## config.mk

```make
export PLATFORM = sky130hd
export DESIGN_NAME = seq_det_stream_ctrl
export DESIGN_NICKNAME = d
export VERILOG_FILES = /design/src/rtl/seq_det_pkg.sv /design/src/rtl/seq_det_tag_pipe.sv /design/src/rtl/seq_det_stream_ctrl.sv
export SDC_FILE = /design/constraint.sdc
export NUM_CORES = 1
export LEC_CHECK = 0
export CAP_MARGIN = 20
export CORE_ASPECT_RATIO = 0.5
export CORE_UTILIZATION = 25
export CTS_CLUSTER_SIZE = 24
export DETAILED_ROUTE_END_ITERATION = 10
export PLACE_DENSITY = 0.44
export SLEW_MARGIN = 20
export SYNTH_ARGS = -nofsm -noshare
export SYNTH_HDL_FRONTEND = slang
export SYNTH_SLANG_ARGS = --single-unit
```

## constraint.sdc

```tcl
create_clock -name clk -period 5.35 [get_ports clk]
set_input_delay 1.3375 -clock clk [delete_from_list [all_inputs] [get_ports clk]]
set_output_delay 1.3375 -clock clk [all_outputs]
set_load 0.05 [all_outputs]
```

## src/rtl/seq_det_pkg.sv

```systemverilog
// Shared definitions for the serial sequence-detector stream controller:
// FSM state encoding and default width parameters.
package seq_det_pkg;

    typedef enum logic [2:0] {
        ST_IDLE  = 3'd0,
        ST_CLR   = 3'd1,
        ST_SHIFT = 3'd2,
        ST_DRAIN = 3'd3,
        ST_DONE  = 3'd4
    } state_e;

    localparam int DEF_WORD_W = 16;
    localparam int CNT_W      = $clog2(DEF_WORD_W + 1);
    localparam int IDX_W      = $clog2(DEF_WORD_W);

endpackage

```

## src/rtl/seq_det_tag_pipe.sv

```systemverilog
// Delays the {valid, index} tag of each shifted bit by the detector latency so
// that det_y can be matched to the bit that produced it.
module seq_det_tag_pipe #(
    parameter int IDX_W = seq_det_pkg::IDX_W,
    parameter int DEPTH = 1
) (
    input  logic             clk,
    input  logic             reset,
    input  logic             clr,
    input  logic             in_vld,
    input  logic [IDX_W-1:0] in_idx,
    output logic             out_vld,
    output logic [IDX_W-1:0] out_idx
);

    generate
        if (DEPTH == 0) begin : g_pass
            // Zero-latency detector: the tag of the bit on det_x is already current.
            logic unused_pins;
            assign unused_pins = clk ^ reset ^ clr;
            assign out_vld     = in_vld;
            assign out_idx     = in_idx;
        end else begin : g_pipe
            logic [IDX_W:0] stage_q [DEPTH];

            always_ff @(posedge clk) begin
                if (reset || clr) begin
                    for (int i = 0; i < DEPTH; i++) begin
                        stage_q[i] <= '0;
                    end
                end else begin
                    stage_q[0] <= {in_vld, in_idx};
                    for (int i = 1; i < DEPTH; i++) begin
                        stage_q[i] <= stage_q[i-1];
                    end
                end
            end

            assign {out_vld, out_idx} = stage_q[DEPTH-1];
        end
    endgenerate

endmodule

```

## src/rtl/seq_det_stream_ctrl.sv

```systemverilog
// Streams a captured word MSB-first into a serial sequence detector and
// collects its hits into a count and the index of the first hit.
module seq_det_stream_ctrl
    import seq_det_pkg::*;
#(
    parameter int WORD_W  = DEF_WORD_W,
    parameter int DET_LAT = 1
) (
    input  logic                        clk,
    input  logic                        reset,
    input  logic                        start,
    input  logic                        abort,
    input  logic [WORD_W-1:0]           word_in,
    output logic                        det_x,
    output logic                        det_reset,
    input  logic                        det_y,
    output logic                        busy,
    output logic                        done,
    output logic                        hit_found,
    output logic [$clog2(WORD_W+1)-1:0] hit_count,
    output logic [$clog2(WORD_W)-1:0]   first_hit_idx
);

    localparam int              CW         = $clog2(WORD_W + 1);
    localparam int              IW         = $clog2(WORD_W);
    localparam logic [CW-1:0]   BITS       = CW'(WORD_W);
    localparam logic [1:0]      DRAIN_LAST = 2'((DET_LAT > 0) ? DET_LAT - 1 : 0);

    state_e            state_q, state_d;
    logic [WORD_W-1:0] shreg_q, shreg_d;
    logic [CW-1:0]     bit_cnt_q, bit_cnt_d;
    logic [1:0]        drain_cnt_q, drain_cnt_d;
    logic              det_x_q, det_x_d;
    logic              det_reset_q, det_reset_d;
    logic              tag_vld_q, tag_vld_d;
    logic [IW-1:0]     tag_idx_q, tag_idx_d;
    logic              hit_found_q, hit_found_d;
    logic [CW-1:0]     hit_count_q, hit_count_d;
    logic [IW-1:0]     first_idx_q, first_idx_d;
    logic              pipe_clr;
    logic              pipe_vld;
    logic [IW-1:0]     pipe_idx;

    seq_det_tag_pipe #(
        .IDX_W (IW),
        .DEPTH (DET_LAT)
    ) u_tag_pipe (
        .clk     (clk),
        .reset   (reset),
        .clr     (pipe_clr),
        .in_vld  (tag_vld_q),
        .in_idx  (tag_idx_q),
        .out_vld (pipe_vld),
        .out_idx (pipe_idx)
    );

    always_comb begin
        state_d     = state_q;
        shreg_d     = shreg_q;
        bit_cnt_d   = bit_cnt_q;
        drain_cnt_d = drain_cnt_q;
        det_x_d     = 1'b0;
        det_reset_d = 1'b0;
        tag_vld_d   = 1'b0;
        tag_idx_d   = tag_idx_q;
        hit_found_d = hit_found_q;
        hit_count_d = hit_count_q;
        first_idx_d = first_idx_q;
        pipe_clr    = 1'b0;

        // det_y only counts when it is the delayed answer to a bit of this run.
        if (pipe_vld && det_y && (state_q == ST_SHIFT || state_q == ST_DRAIN)) begin
            if (hit_count_q != BITS) begin
                hit_count_d = hit_count_q + 1'b1;
            end
            if (!hit_found_q) begin
                hit_found_d = 1'b1;
                first_idx_d = pipe_idx;
            end
        end

        case (state_q)
            ST_IDLE: begin
                if (start && !abort) begin
                    shreg_d     = word_in;
                    bit_cnt_d   = '0;
                    hit_found_d = 1'b0;
                    hit_count_d = '0;
                    first_idx_d = '0;
                    det_reset_d = 1'b1;
                    pipe_clr    = 1'b1;
                    state_d     = ST_CLR;
                end
            end
            ST_CLR, ST_SHIFT: begin
                if (bit_cnt_q == BITS) begin
                    drain_cnt_d = '0;
                    state_d     = (DET_LAT == 0) ? ST_DONE : ST_DRAIN;
                end else begin
                    det_x_d   = shreg_q[WORD_W-1];
                    shreg_d   = {shreg_q[WORD_W-2:0], 1'b0};
                    tag_vld_d = 1'b1;
                    tag_idx_d = bit_cnt_q[IW-1:0];
                    bit_cnt_d = bit_cnt_q + 1'b1;
                    state_d   = ST_SHIFT;
                end
            end
            ST_DRAIN: begin
                drain_cnt_d = drain_cnt_q + 2'd1;
                if (drain_cnt_q == DRAIN_LAST) begin
                    state_d = ST_DONE;
                end
            end
            ST_DONE: begin
                state_d = ST_IDLE;
            end
            default: begin
                state_d = ST_IDLE;
            end
        endcase

        if (abort) begin
            state_d     = ST_IDLE;
            det_x_d     = 1'b0;
            det_reset_d = 1'b0;
            tag_vld_d   = 1'b0;
            hit_found_d = 1'b0;
            hit_count_d = '0;
            first_idx_d = '0;
            pipe_clr    = 1'b1;
        end
    end

    always_ff @(posedge clk) begin
        if (reset) begin
            state_q     <= ST_IDLE;
            shreg_q     <= '0;
            bit_cnt_q   <= '0;
            drain_cnt_q <= '0;
            det_x_q     <= 1'b0;
            det_reset_q <= 1'b0;
            tag_vld_q   <= 1'b0;
            tag_idx_q   <= '0;
            hit_found_q <= 1'b0;
            hit_count_q <= '0;
            first_idx_q <= '0;
        end else begin
            state_q     <= state_d;
            shreg_q     <= shreg_d;
            bit_cnt_q   <= bit_cnt_d;
            drain_cnt_q <= drain_cnt_d;
            det_x_q     <= det_x_d;
            det_reset_q <= det_reset_d;
            tag_vld_q   <= tag_vld_d;
            tag_idx_q   <= tag_idx_d;
            hit_found_q <= hit_found_d;
            hit_count_q <= hit_count_d;
            first_idx_q <= first_idx_d;
        end
    end

    assign det_x         = det_x_q;
    assign det_reset     = det_reset_q;
    assign busy          = (state_q != ST_IDLE);
    assign done          = (state_q == ST_DONE);
    assign hit_found     = hit_found_q;
    assign hit_count     = hit_count_q;
    assign first_hit_idx = first_idx_q;

endmodule

```

==> impl_results.md <==
- Status: completed
- Syn avg cell area: 10.0 sq um
- Vias per cell: 4.60
- Syn. warnings: 0
- Post-CTS sizing: 0
- Via count: 1701
- CTS Hold Bufs: 0
- CTS clock-pin slew for the worst setup and hold paths: 0.07 ns
- Sequential share of power: 46.0%
- Yosys reg bits: 48
- FILL cells: 895
- Pins Over Slew Limit: 0
- Kind of critical path: reg2out
- Final Hold Fails: 0
- Fin Hold WS: 0.433 ns
- Pre-Repair DR Iteration Count: 4
- Number of library cell types mapped by synthesis: 40
- Synth-to-layout area growth: 25.8%
- Nets@finish: 278
- Post-Syn Nets: 250
- Routed Wire Length: 4990 um
- Number of max-cap violations: 0
- Post-Syn Area: 2250 sq um
- Setup TNS: 0 ns
- Post-Route Skew: 0.00641 ns
- Clock Tree Root: clkbuf_16
- CTS tree: built
- Post-synthesis sequential area ratio: 42.8%
- FF/Latch Area: 961 sq um
- Clock sink count: 48
- First-pass GRT wire length: 8140 um
- Leading area contributor after synthesis: dfxtp_1
- RSZ-0062 raised after global routing: false
- DR WL/cell: 13.5 um
- Layout cells sized above 1: 13.8%
- Fmax: 289 MHz
- CTS Buf Count: 5
- Most frequent cell after synthesis: dfxtp_1
- Slew @ Worst Pin: 1.02 ns
- CP Capture Type: output pin
- # DRC: 0
- Max VDD drop: 0.000113 V
- Number of global-route vias before repair: 1593
- Grt total ovfl: 0
- CP arrival: 2.12 ns
- HPWL after detailed placement: 3340 um
- Synth top area share: 42.8%
- Number of synthesized flops with an enable pin: 0
- Worst slew margin: 31.8%
- Leak Pwr: 1.01 nW
- I/O Pins: 35
- Combinational share of power: 11.1%
- Worst skew pair latency: 0.29 ns
- Clock power frac: 42.9%
- Multi-input logic area: 1170 sq um
- Chip Height: 69.0 um
- Routability cong.: 0.742
- H-tree depth: 2
- PwrDens: 293 nW/um^2
- IO Port Bufs: 34
- Clk buf depth: 2
- FP Rows: 24
- CP startpoint kind: flop
- Synth cell count leaders: dfxtp_1, a21oi_1, mux2i_1, nor2_1, a311oi_2
- Worst hold path type: reg2reg
- Initial Utilization: 25.8%
- Internal: 635 uW
- Synth Instances: 224
- CORE AREA: 8710 sq um
- GRT Util Overall: 11.1%
- DR iter-0 viols: 37
- Crit-path max FO: 14
- Post-CTS setup buffer count: 0
- Tmin final: 3.46 ns
- P_sw: 193 uW
- Initial antenna violation count: 0
- Die Wd: 136 um
- Synth area leaders: dfxtp_1, a311oi_2, mux2i_1
- Die Area: 9390 sq um
- Pin count of the biggest net entering global routing: 36
- Setup violators final: 0
- # diodes: 0
- Period utilization: 64.7%
- FFs w/ async S/R, synth: 0%
- Worst EP required: 4.01 ns
- Sw Share: 23.3%
- Prevailing post-synth register cell: dfxtp_1
- Post-route ant nets: 0
[cell type report]
class	count	area share, %
Clock inverter	2	1.24
Inverter	8	1.06
Multi-Input combinational cell	153	41.4
Sequential cell	48	34.0
Tap cell	117	5.18
Clock buffer	6	4.56
Timing Repair Buffer	36	12.6
[registers in the layout, indices dropped and copies added (netlist names)]
signal,cells
u_tag_pipe.g_pipe.stage_q,5
det_reset,1
bit_cnt_q,5
tag_vld_q,1
shreg_q,16
hit_count,5
drain_cnt_q,2
det_x,1
state_q,3
tag_idx_q,4
hit_found,1
first_hit_idx,4
[path summary, 6_finish.rpt]
| check | slack, ns | startpoint | to | cells after the start |
|---|---|---|---|---|
| hold / removal | 0.43 | tag_vld_q | u_tag_pipe.g_pipe.stage_q[0][4] | 1 |
| setup / recovery | 1.89 | state_q[2] | done | 3 |
| hold reg to reg | 0.43 | tag_vld_q | u_tag_pipe.g_pipe.stage_q[0][4] | 1 |
| setup reg to reg | 2.79 | state_q[1] | shreg_q[1] | 4 |
[per-stage QoR]
stage	setup WS [ns]	power [mW]	utilization, %	cells	instance area, sq um
5_1_grt	1.74	0.865	32.5	370	2830
3_3_place_gp	2.02	0.479	30.6	362	2660
4_1_cts	1.87	0.840	32.5	370	2830
2_1_floorplan	2.06	0.454	-	224	2250
3_5_place_dp	1.93	0.481	30.6	362	2660
6_report	1.89	0.827	32.5	370	2830
[power groups by stage]
stage	registers, mW	logic [mW]	clock network [mW]
5_1_grt	0.382	0.0995	0.384
3_5_place_dp	0.388	0.0928	0
6_report	0.381	0.0920	0.355
4_1_cts	0.380	0.0931	0.366
3_3_place_gp	0.388	0.0902	0
2_1_floorplan	0.386	0.0679	0
[routing by layer]
layer	up-vias	track usage, %	routed length [um]
met5	-	0	0
met4	0	4.07	62
met3	7	3.61	217
met2	26	16.7	2150
met1	799	14.7	2560
li1	869	-	-
[kinds of logic (layout without fill, tap and decap cells)]
group / after synthesis / in the layout / share of synthesized area (%)
muxes: 20 / 20 / 8.91
buffers and inverters: 23 / 52 / 5.12
adders and majority gates: 5 / 5 / 2.79
xor gates and xnor gates: 5 / 5 / 3.12
AOI/OAI and AO/OA: 55 / 55 / 20.9
DFF: 48 / 48 / 42.8
and+or+nand+nor: 68 / 68 / 16.3
[critical path: stages, from the launching register on]
cell and delay (ns):
dfxtp_1 0.63, clkinv_1 0.17, nor3_1 0.20, clkdlybuf4s50_1 0.83
[layout by cell type (no fill, tap or decap), types with 6 or more instances in the layout]
master | synthesis | layout
nand2_1 | 13 | 13
clkdlybuf4s50_1 | 0 | 34
nor3_1 | 6 | 6
inv_1 | 7 | 7
a311oi_2 | 15 | 15
o21ai_0 | 6 | 6
nor2_1 | 18 | 18
a21oi_1 | 21 | 21
nand3_1 | 6 | 6
dfxtp_1 | 48 | 48
mux2i_1 | 20 | 20
Note: power is estimated with default switching activity, not from simulation.
